<file path="src/rtl/obstacle_scheduler_pkg.sv">
// Shared types for the obstacle scheduler.
// State/mode encodings and the LFSR seed.
package obstacle_scheduler_pkg;

  typedef enum logic [1:0] {
    S_IDLE   = 2'd0,
    S_RUN    = 2'd1,
    S_PAUSED = 2'd2
  } state_t;

  typedef enum logic [1:0] {
    M_EASY    = 2'd0,
    M_NORMAL  = 2'd1,
    M_EXTREME = 2'd2
  } mode_t;

  localparam logic [9:0] LFSR_SEED = 10'h001;

  // Mode 3 plays as extreme.
  function automatic mode_t norm_mode(
    input logic [1:0] m
  );
    return (m == 2'd3) ? M_EXTREME : mode_t'(m);
  endfunction

endpackage

</file>
<file path="src/rtl/lfsr10.sv">
// 10-bit Fibonacci LFSR, taps bit9^bit8.
// Holds unless advance; zero reloads the seed.
module lfsr10
  import obstacle_scheduler_pkg::*;
(
  input  logic       clk,
  input  logic       rst,
  input  logic       advance,
  output logic [9:0] q
);

  logic [9:0] nxt;

  always_comb begin
    nxt = {q[8:0], q[9] ^ q[8]};
  end

  always_ff @(posedge clk) begin
    if (rst) begin
      q <= LFSR_SEED;
    end else if (q == '0) begin
      q <= LFSR_SEED;
    end else if (advance) begin
      q <= nxt;
    end
  end

endmodule

</file>
<file path="src/rtl/obstacle_scheduler.sv">
// Game obstacle spawn scheduler: FSM, gap
// counter, trigger select, valid/ready spawn.
module obstacle_scheduler
  import obstacle_scheduler_pkg::*;
#(
  parameter int EASY_GAP    = 8,
  parameter int NORMAL_GAP  = 4,
  parameter int EXTREME_GAP = 2
) (
  input  logic       clk,
  input  logic       rst,
  input  logic       start,
  input  logic       stop,
  input  logic       pause,
  input  logic       tick,
  input  logic [1:0] mode,
  input  logic       spawn_ready,
  output logic       spawn_valid,
  output logic [1:0] spawn_lane,
  output logic [7:0] spawn_count,
  output logic [1:0] state
);

  state_t      st_q;
  state_t      st_d;
  mode_t       mode_q;
  logic [3:0]  gap;
  logic [4:0]  gap_sum;
  logic [4:0]  gap_lim;
  logic [9:0]  lfsr_q;
  logic        trig;
  logic        tick_run;
  logic        accept;
  logic        enter;
  logic        fire;

  lfsr10 u_lfsr (
    .clk     (clk),
    .rst     (rst),
    .advance (tick_run),
    .q       (lfsr_q)
  );

  always_ff @(posedge clk) begin
    if (rst) begin
      st_q <= S_IDLE;
    end else begin
      st_q <= st_d;
    end
  end

  // Conditions are disjoint; stop wins.
  always_comb begin
    st_d = st_q;
    unique case (1'b1)
      stop:
        st_d = S_IDLE;
      !stop && st_q == S_IDLE && start:
        st_d = S_RUN;
      !stop && st_q == S_RUN && pause:
        st_d = S_PAUSED;
      !stop && st_q == S_PAUSED && !pause:
        st_d = S_RUN;
      default:
        st_d = st_q;
    endcase
  end

  always_comb begin
    state = st_q;
  end

  always_comb begin
    trig    = 1'b0;
    gap_lim = 5'(EXTREME_GAP);
    unique case (mode_q)
      M_EASY: begin
        trig    = lfsr_q[1];
        gap_lim = 5'(EASY_GAP);
      end
      M_NORMAL: begin
        trig    = lfsr_q[9] | lfsr_q[3];
        gap_lim = 5'(NORMAL_GAP);
      end
      default: begin
        trig    = lfsr_q[9] | lfsr_q[3]
                | lfsr_q[7];
        gap_lim = 5'(EXTREME_GAP);
      end
    endcase
  end

  always_comb begin
    tick_run = (st_q == S_RUN) & tick
             & ~spawn_valid;
    accept   = spawn_valid & spawn_ready
             & ~stop;
    enter    = (st_q == S_IDLE) & start
             & ~stop;
    gap_sum  = {1'b0, gap} + 5'd1;
    fire     = tick_run & trig
             & (gap_sum >= gap_lim);
  end

  always_ff @(posedge clk) begin
    if (rst) begin
      spawn_valid <= 1'b0;
      spawn_lane  <= 2'd0;
      spawn_count <= 8'd0;
      gap         <= 4'd0;
      mode_q      <= M_EASY;
    end else begin
      if (stop || accept) begin
        spawn_valid <= 1'b0;
      end else if (fire) begin
        spawn_valid <= 1'b1;
        spawn_lane  <= {lfsr_q[7], lfsr_q[5]};
      end
      if (enter || accept) begin
        gap <= 4'd0;
      end else if (tick_run) begin
        gap <= (gap == 4'd15) ? 4'd15
                              : gap + 4'd1;
      end
      if (enter) begin
        spawn_count <= 8'd0;
        mode_q      <= norm_mode(mode);
      end else if (accept) begin
        spawn_count <= spawn_count + 8'd1;
      end
    end
  end

endmodule
</file>
<file path="config.mk">
export PLATFORM = sky130hd
export DESIGN_NAME = obstacle_scheduler
export DESIGN_NICKNAME = d
export VERILOG_FILES = /design/src/rtl/obstacle_scheduler_pkg.sv /design/src/rtl/lfsr10.sv /design/src/rtl/obstacle_scheduler.sv
export SDC_FILE = /design/constraint.sdc
export NUM_CORES = 1
export LEC_CHECK = 0
export CORE_UTILIZATION = 31
export CTS_CLUSTER_DIAMETER = 200
export CTS_CLUSTER_SIZE = 16
export DETAILED_ROUTE_END_ITERATION = 10
export DONT_BUFFER_PORTS = 1
export SLEW_MARGIN = 5
export SYNTH_ARGS = -nofsm -noshare
export SYNTH_HDL_FRONTEND = slang
export SYNTH_SLANG_ARGS = --single-unit
</file>
<file path="constraint.sdc">
create_clock -name clk -period 2.52 [get_ports clk]
set_clock_uncertainty 0.1 [all_clocks]
set_input_delay 0.504 -clock clk [delete_from_list [all_inputs] [get_ports clk]]
set_output_delay 0.504 -clock clk [all_outputs]
set_load 0.01 [all_outputs]
</file>
## Yosys cells after proc, flatten, opt, wreduce, memory -nomap -nowiden

Index checks and enable logic that the tools add are counted.

- Register bits after elaboration: 29
- Latch bits: 0
- Bits in writable memories: 0
- ROM bits: 0
- Input port bits: 9
- Output and inout bits: 13
- Logic and storage cells: 55
- Memories kept: 0

- $add $sub $neg: 3
- $mul: 0
- Div/mod/pow operators: 0
- $lt $le $gt $ge: 1
- Eq/ne operators: 5
- Shift-type cells: 0
- Multiplexer cells: 5
- Bitwise gates (word level): 14
- Reduce and logical (&&, ||, !) cells: 20

Operators by type and width:

| kind | count |
|---|---|
| $logic_not A10 Y1 | 1 |
| $reduce_or A2 Y1 | 5 |
| $add A8 B1 Y8 const B | 1 |
| $and A1 B1 Y1 | 8 |
| $pmux W4 S2 | 1 |
| $logic_and A1 B1 Y1 | 6 |
| $pmux W2 S3 | 1 |
| $add A4 B1 Y5 const B | 1 |
| $ge A5 B5 Y1 | 1 |
| $add A4 B1 Y4 const B | 1 |
| $eq A2 B1 Y1 const B | 2 |
| $eq A2 B2 Y1 const B | 2 |
| $eq A4 B4 Y1 const B | 1 |
| $logic_not A2 Y1 | 2 |
| $mux W4 | 1 |
| $not A1 Y1 | 3 |
| $reduce_bool A3 Y1 | 1 |
| $logic_not A1 Y1 | 2 |
| $logic_or A1 B1 Y1 | 2 |
| $mux W2 | 1 |
| $or A1 B1 Y1 | 2 |
| $pmux W1 S2 | 1 |
| $reduce_and A2 Y1 | 1 |
| $xor A1 B1 Y1 | 1 |

## Longest topological paths before layout

- Depth after elaboration: 6
- Depth in mapped cells: 7
- Gate-level depth less buffers: 7

## Modules after synthesis

A second synthesis with hierarchy kept.

- Cell total of the unflattened synthesis: 158
- Area total of the unflattened synthesis: 1460.2 um^2

Modules (own cells, without submodules):

| module | instances | cells each | area an instance (um^2) | sequential area each (um^2) |
|---|---|---|---|---|
| obstacle_scheduler | 1 | 111 | 988.4 | 380.4 |
| lfsr10 | 1 | 47 | 471.7 | 200.2 |

## Worst setup path after synthesis

No wires, ideal clock.

- Path kind: reg2reg
- Start: reg gap[0]
- End: reg spawn_lane[0]
- Library setup time: 72 ps
- Arrival time: 1583 ps
- Data required time: 2348 ps
- Slack: 766 ps
- Cell stages (with the launch flop): 8
- Buffers on the path: 0
- Period minus slack after synthesis: 1754 ps
- Cell sequence: dfxtp_1 > ha_1 > xor2_1 > ha_1 > nand2_1 > o211ai_1 > o2111a_1 > mux2i_1

- Longest elaborated chain between the ends: 4

RTL lines:

| what | line | source |
|---|---|---|
| from (decl) | obstacle_scheduler.sv:27 | `logic [3:0] gap;` |
| from (signal assigned) | obstacle_scheduler.sv:122 | `gap <= (gap == 4'd15) ? 4'd15` |
| $add A4 B1 Y5 | obstacle_scheduler.sv:100 | `gap_sum = {1'b0, gap} + 5'd1;` |
| $ge A5 B5 Y1 | obstacle_scheduler.sv:102 | `& (gap_sum >= gap_lim);` |
| $and A1 B1 Y1 | obstacle_scheduler.sv:102 |  |
| $reduce_and A2 Y1 (no source line) | n/a |  |
| to (signal assigned) | obstacle_scheduler.sv:117 | `spawn_lane <= {lfsr_q[7], lfsr_q[5]};` |
| to (decl) | obstacle_scheduler.sv:19 | `output logic [1:0] spawn_lane,` |

No other way between the ends.
A chain may end at the register's enable or synchronous reset.

## Worst setup path after layout

Ends and elaborated chain as after synthesis.

==> out/results.txt <==
synthesized flop and latch total: 29
first-pass GRT wire length: 4.27 mm
vias in the first global route: 993
setup bufs post-CTS: 0
Pre-Repair DR Iteration Count: 2
largest area contributor in the netlist: dfxtp_1
Reg-to-Reg Start: gap[0]
Post-synth EDFFs: 0
initial antenna violation count: 0
crit path kind: reg -> reg
ANT cells: 0
hold path cells: 1
CP required: 2.63 ns
placed cell areas: 1420 um^2
Power per Cell Area: 611 nW/um^2
Synth Area per Inst: 8.59 um^2
Yosys Warn Count: 0
fin cells: 212
layout cells sized above 1: 10.5%
starting density of the core: 33.4%
cts repair resizes: 0
row count: 23
ANT nets after route: 0
Core Box Area: 4120 um^2
DIE AREA: 4700 um^2
Worst Hold End: state[1]
CTS clk-pin slew, worst paths: 0.07 ns
syn nets: 175
post-layout util: 36.9%
FFs w/ async S/R, synth: 0%
P_leak: 0.000525 uW
max_cap viols: 0
Distinct cells, synth: 38
critical-path maximum fanout: 5
Tot Pwr: 929 uW
run status: completed
Post-Syn Instances: 160
# setup viols final: 0
starting DRC count in detailed routing: 45
Period minus WS final: 1.86 ns
crit share post-route: 73.6%
Max Root-Sink Buffers: 2
most frequent cells in the layout: nand2_1, dfxtp_1, a21oi_1
Hold Path Class: in -> reg
placed insts: 204
Post-CTS Hold Fix Bufs: 0
dominant synthesized flop cell: dfxtp_1
clock root buffer master: clkbuf_8
Worst R2R Setup Slack: 0.66 ns
Vias/cell: 5.03
number of buffers created by CTS: 5
VDD IR max: 0.444 mV
Die Wd: 68.6 um
WL final: 2.57 mm
RD Place Congestion: 0.731
Clock Latency Late Sink: 0.27 ns
final hold vios: 0
die height: 68.6 um
Post-Syn Area: 1370 um^2
total gr overflow: 0
port bufs: 0
TritonCTS clock tree: yes
pin count of the biggest net entering global routing: 19
fmax: 539 MHz
I/O Pins: 22
Synth top area share: 42.3%
Global Route Usage Sum: 12.5%
htree depth: 2
hold_sp: rst
clock net sink count: 29
Synth area leaders: dfxtp_1, nand2_1, ha_1
Slew Limit Fails: 0
Slew @ Worst Pin: 0.371 ns
Finished Cell Area: 1520 um^2
DP Wirelength: 1.90 mm
terminus of the critical flop-to-flop path: spawn_lane[0]
Seq/Total Area, Yosys: 42.3%
DRC: 0
DR WL/cell: 12.1 um
Worst Setup End Kind: register
via count: 1066
relative slew slack: 75.3%
Synth-to-Final Area Change: 10.6%
WP data arrival: 1.96 ns
final net count: 176
path depth of the worst reg2reg path: 7
unrepaired setup endpoints after global routing: no
Startpoint Class: register
post-route setup TNS: 0 ns
==> report_power, final <==
| group | switching (uW) | total [uW] | internal, uW |
|---|---|---|---|
| Clock | 169 | 416 | 246 |
| Combinational | 22.3 | 42.7 | 20.4 |
| Sequential | 6.46 | 470 | 464 |
==> state kept, by name (all words and copies together), names as in the netlist <==
register,cells
u_lfsr.q,10
spawn_count,8
gap,4
mode_q,2
spawn_lane,2
state,2
spawn_valid,1
==> per-layer routing <==
| layer | track usage, % | wire length (um) |
|---|---|---|
| met1 | 15.5 | 1290 |
| met2 | 19.0 | 1100 |
| met3 | 5.26 | 141 |
| met4 | 4.69 | 35 |
| met5 | 0 | 0 |
==> cells in the mapped netlist (all sizes together), types with 4 or more instances <==
master / instances
dfxtp: 29
nand2: 29
a21oi: 14
nor2: 10
ha: 6
nand2b: 6
clkbuf: 5
nor3: 5
inv: 4
nand3: 4
nand3b: 4
o21ai: 4
xnor2: 4
xor2: 4
==> worst max-delay path by stage <==
| stage | to | startpoint |
|---|---|---|
| 5_1_grt | spawn_valid | gap[2] |
| 4_1_cts | spawn_lane[0] | gap[0] |
| 2_1_floorplan | spawn_lane[0] | gap[0] |
| 3_3_place_gp | spawn_lane[0] | gap[0] |
| 6_report | spawn_lane[0] | gap[0] |
| 3_5_place_dp | spawn_lane[0] | gap[0] |
==> worst max-delay path: stages (launching register included) <==
cell and delay [ns]:
dfxtp_1 0.34, ha_1 0.25, xor2_1 0.16, ha_1 0.28, nand2_1 0.04, o211ai_1 0.16
o2111a_1 0.27, mux2i_1 0.20
==> layout make-up <==
class,instances,area (um^2)
repair buffers,2,15.0
inverters,4,15.0
clock buffers,7,96.3
flip-flops and latches,29,581
well taps,50,62.6
multi-input cells,119,744
fillers,431,2600
clock inverters,1,5.00
==> through the flow <==
stage | worst slack, ns | hold WS (ns)
after floorplan | 0.766 | 0.345
after global placement | 0.635 | 0.354
after detailed placement | 0.659 | 0.356
after CTS | 0.649 | 0.184
after global routing | 0.516 | 0.180
final | 0.664 | 0.194
==> cells by family after synthesis <==
logic type	share of synthesized area, %
adders and majority gates	5.46
DFF	42.3
xor gates and xnor gates	5.10
and+or+nand+nor	27.9
buffers and inverters	4.01
AOI/OAI and AO/OA	13.1
muxes	2.19
Power figures use the tool's default switching activity.
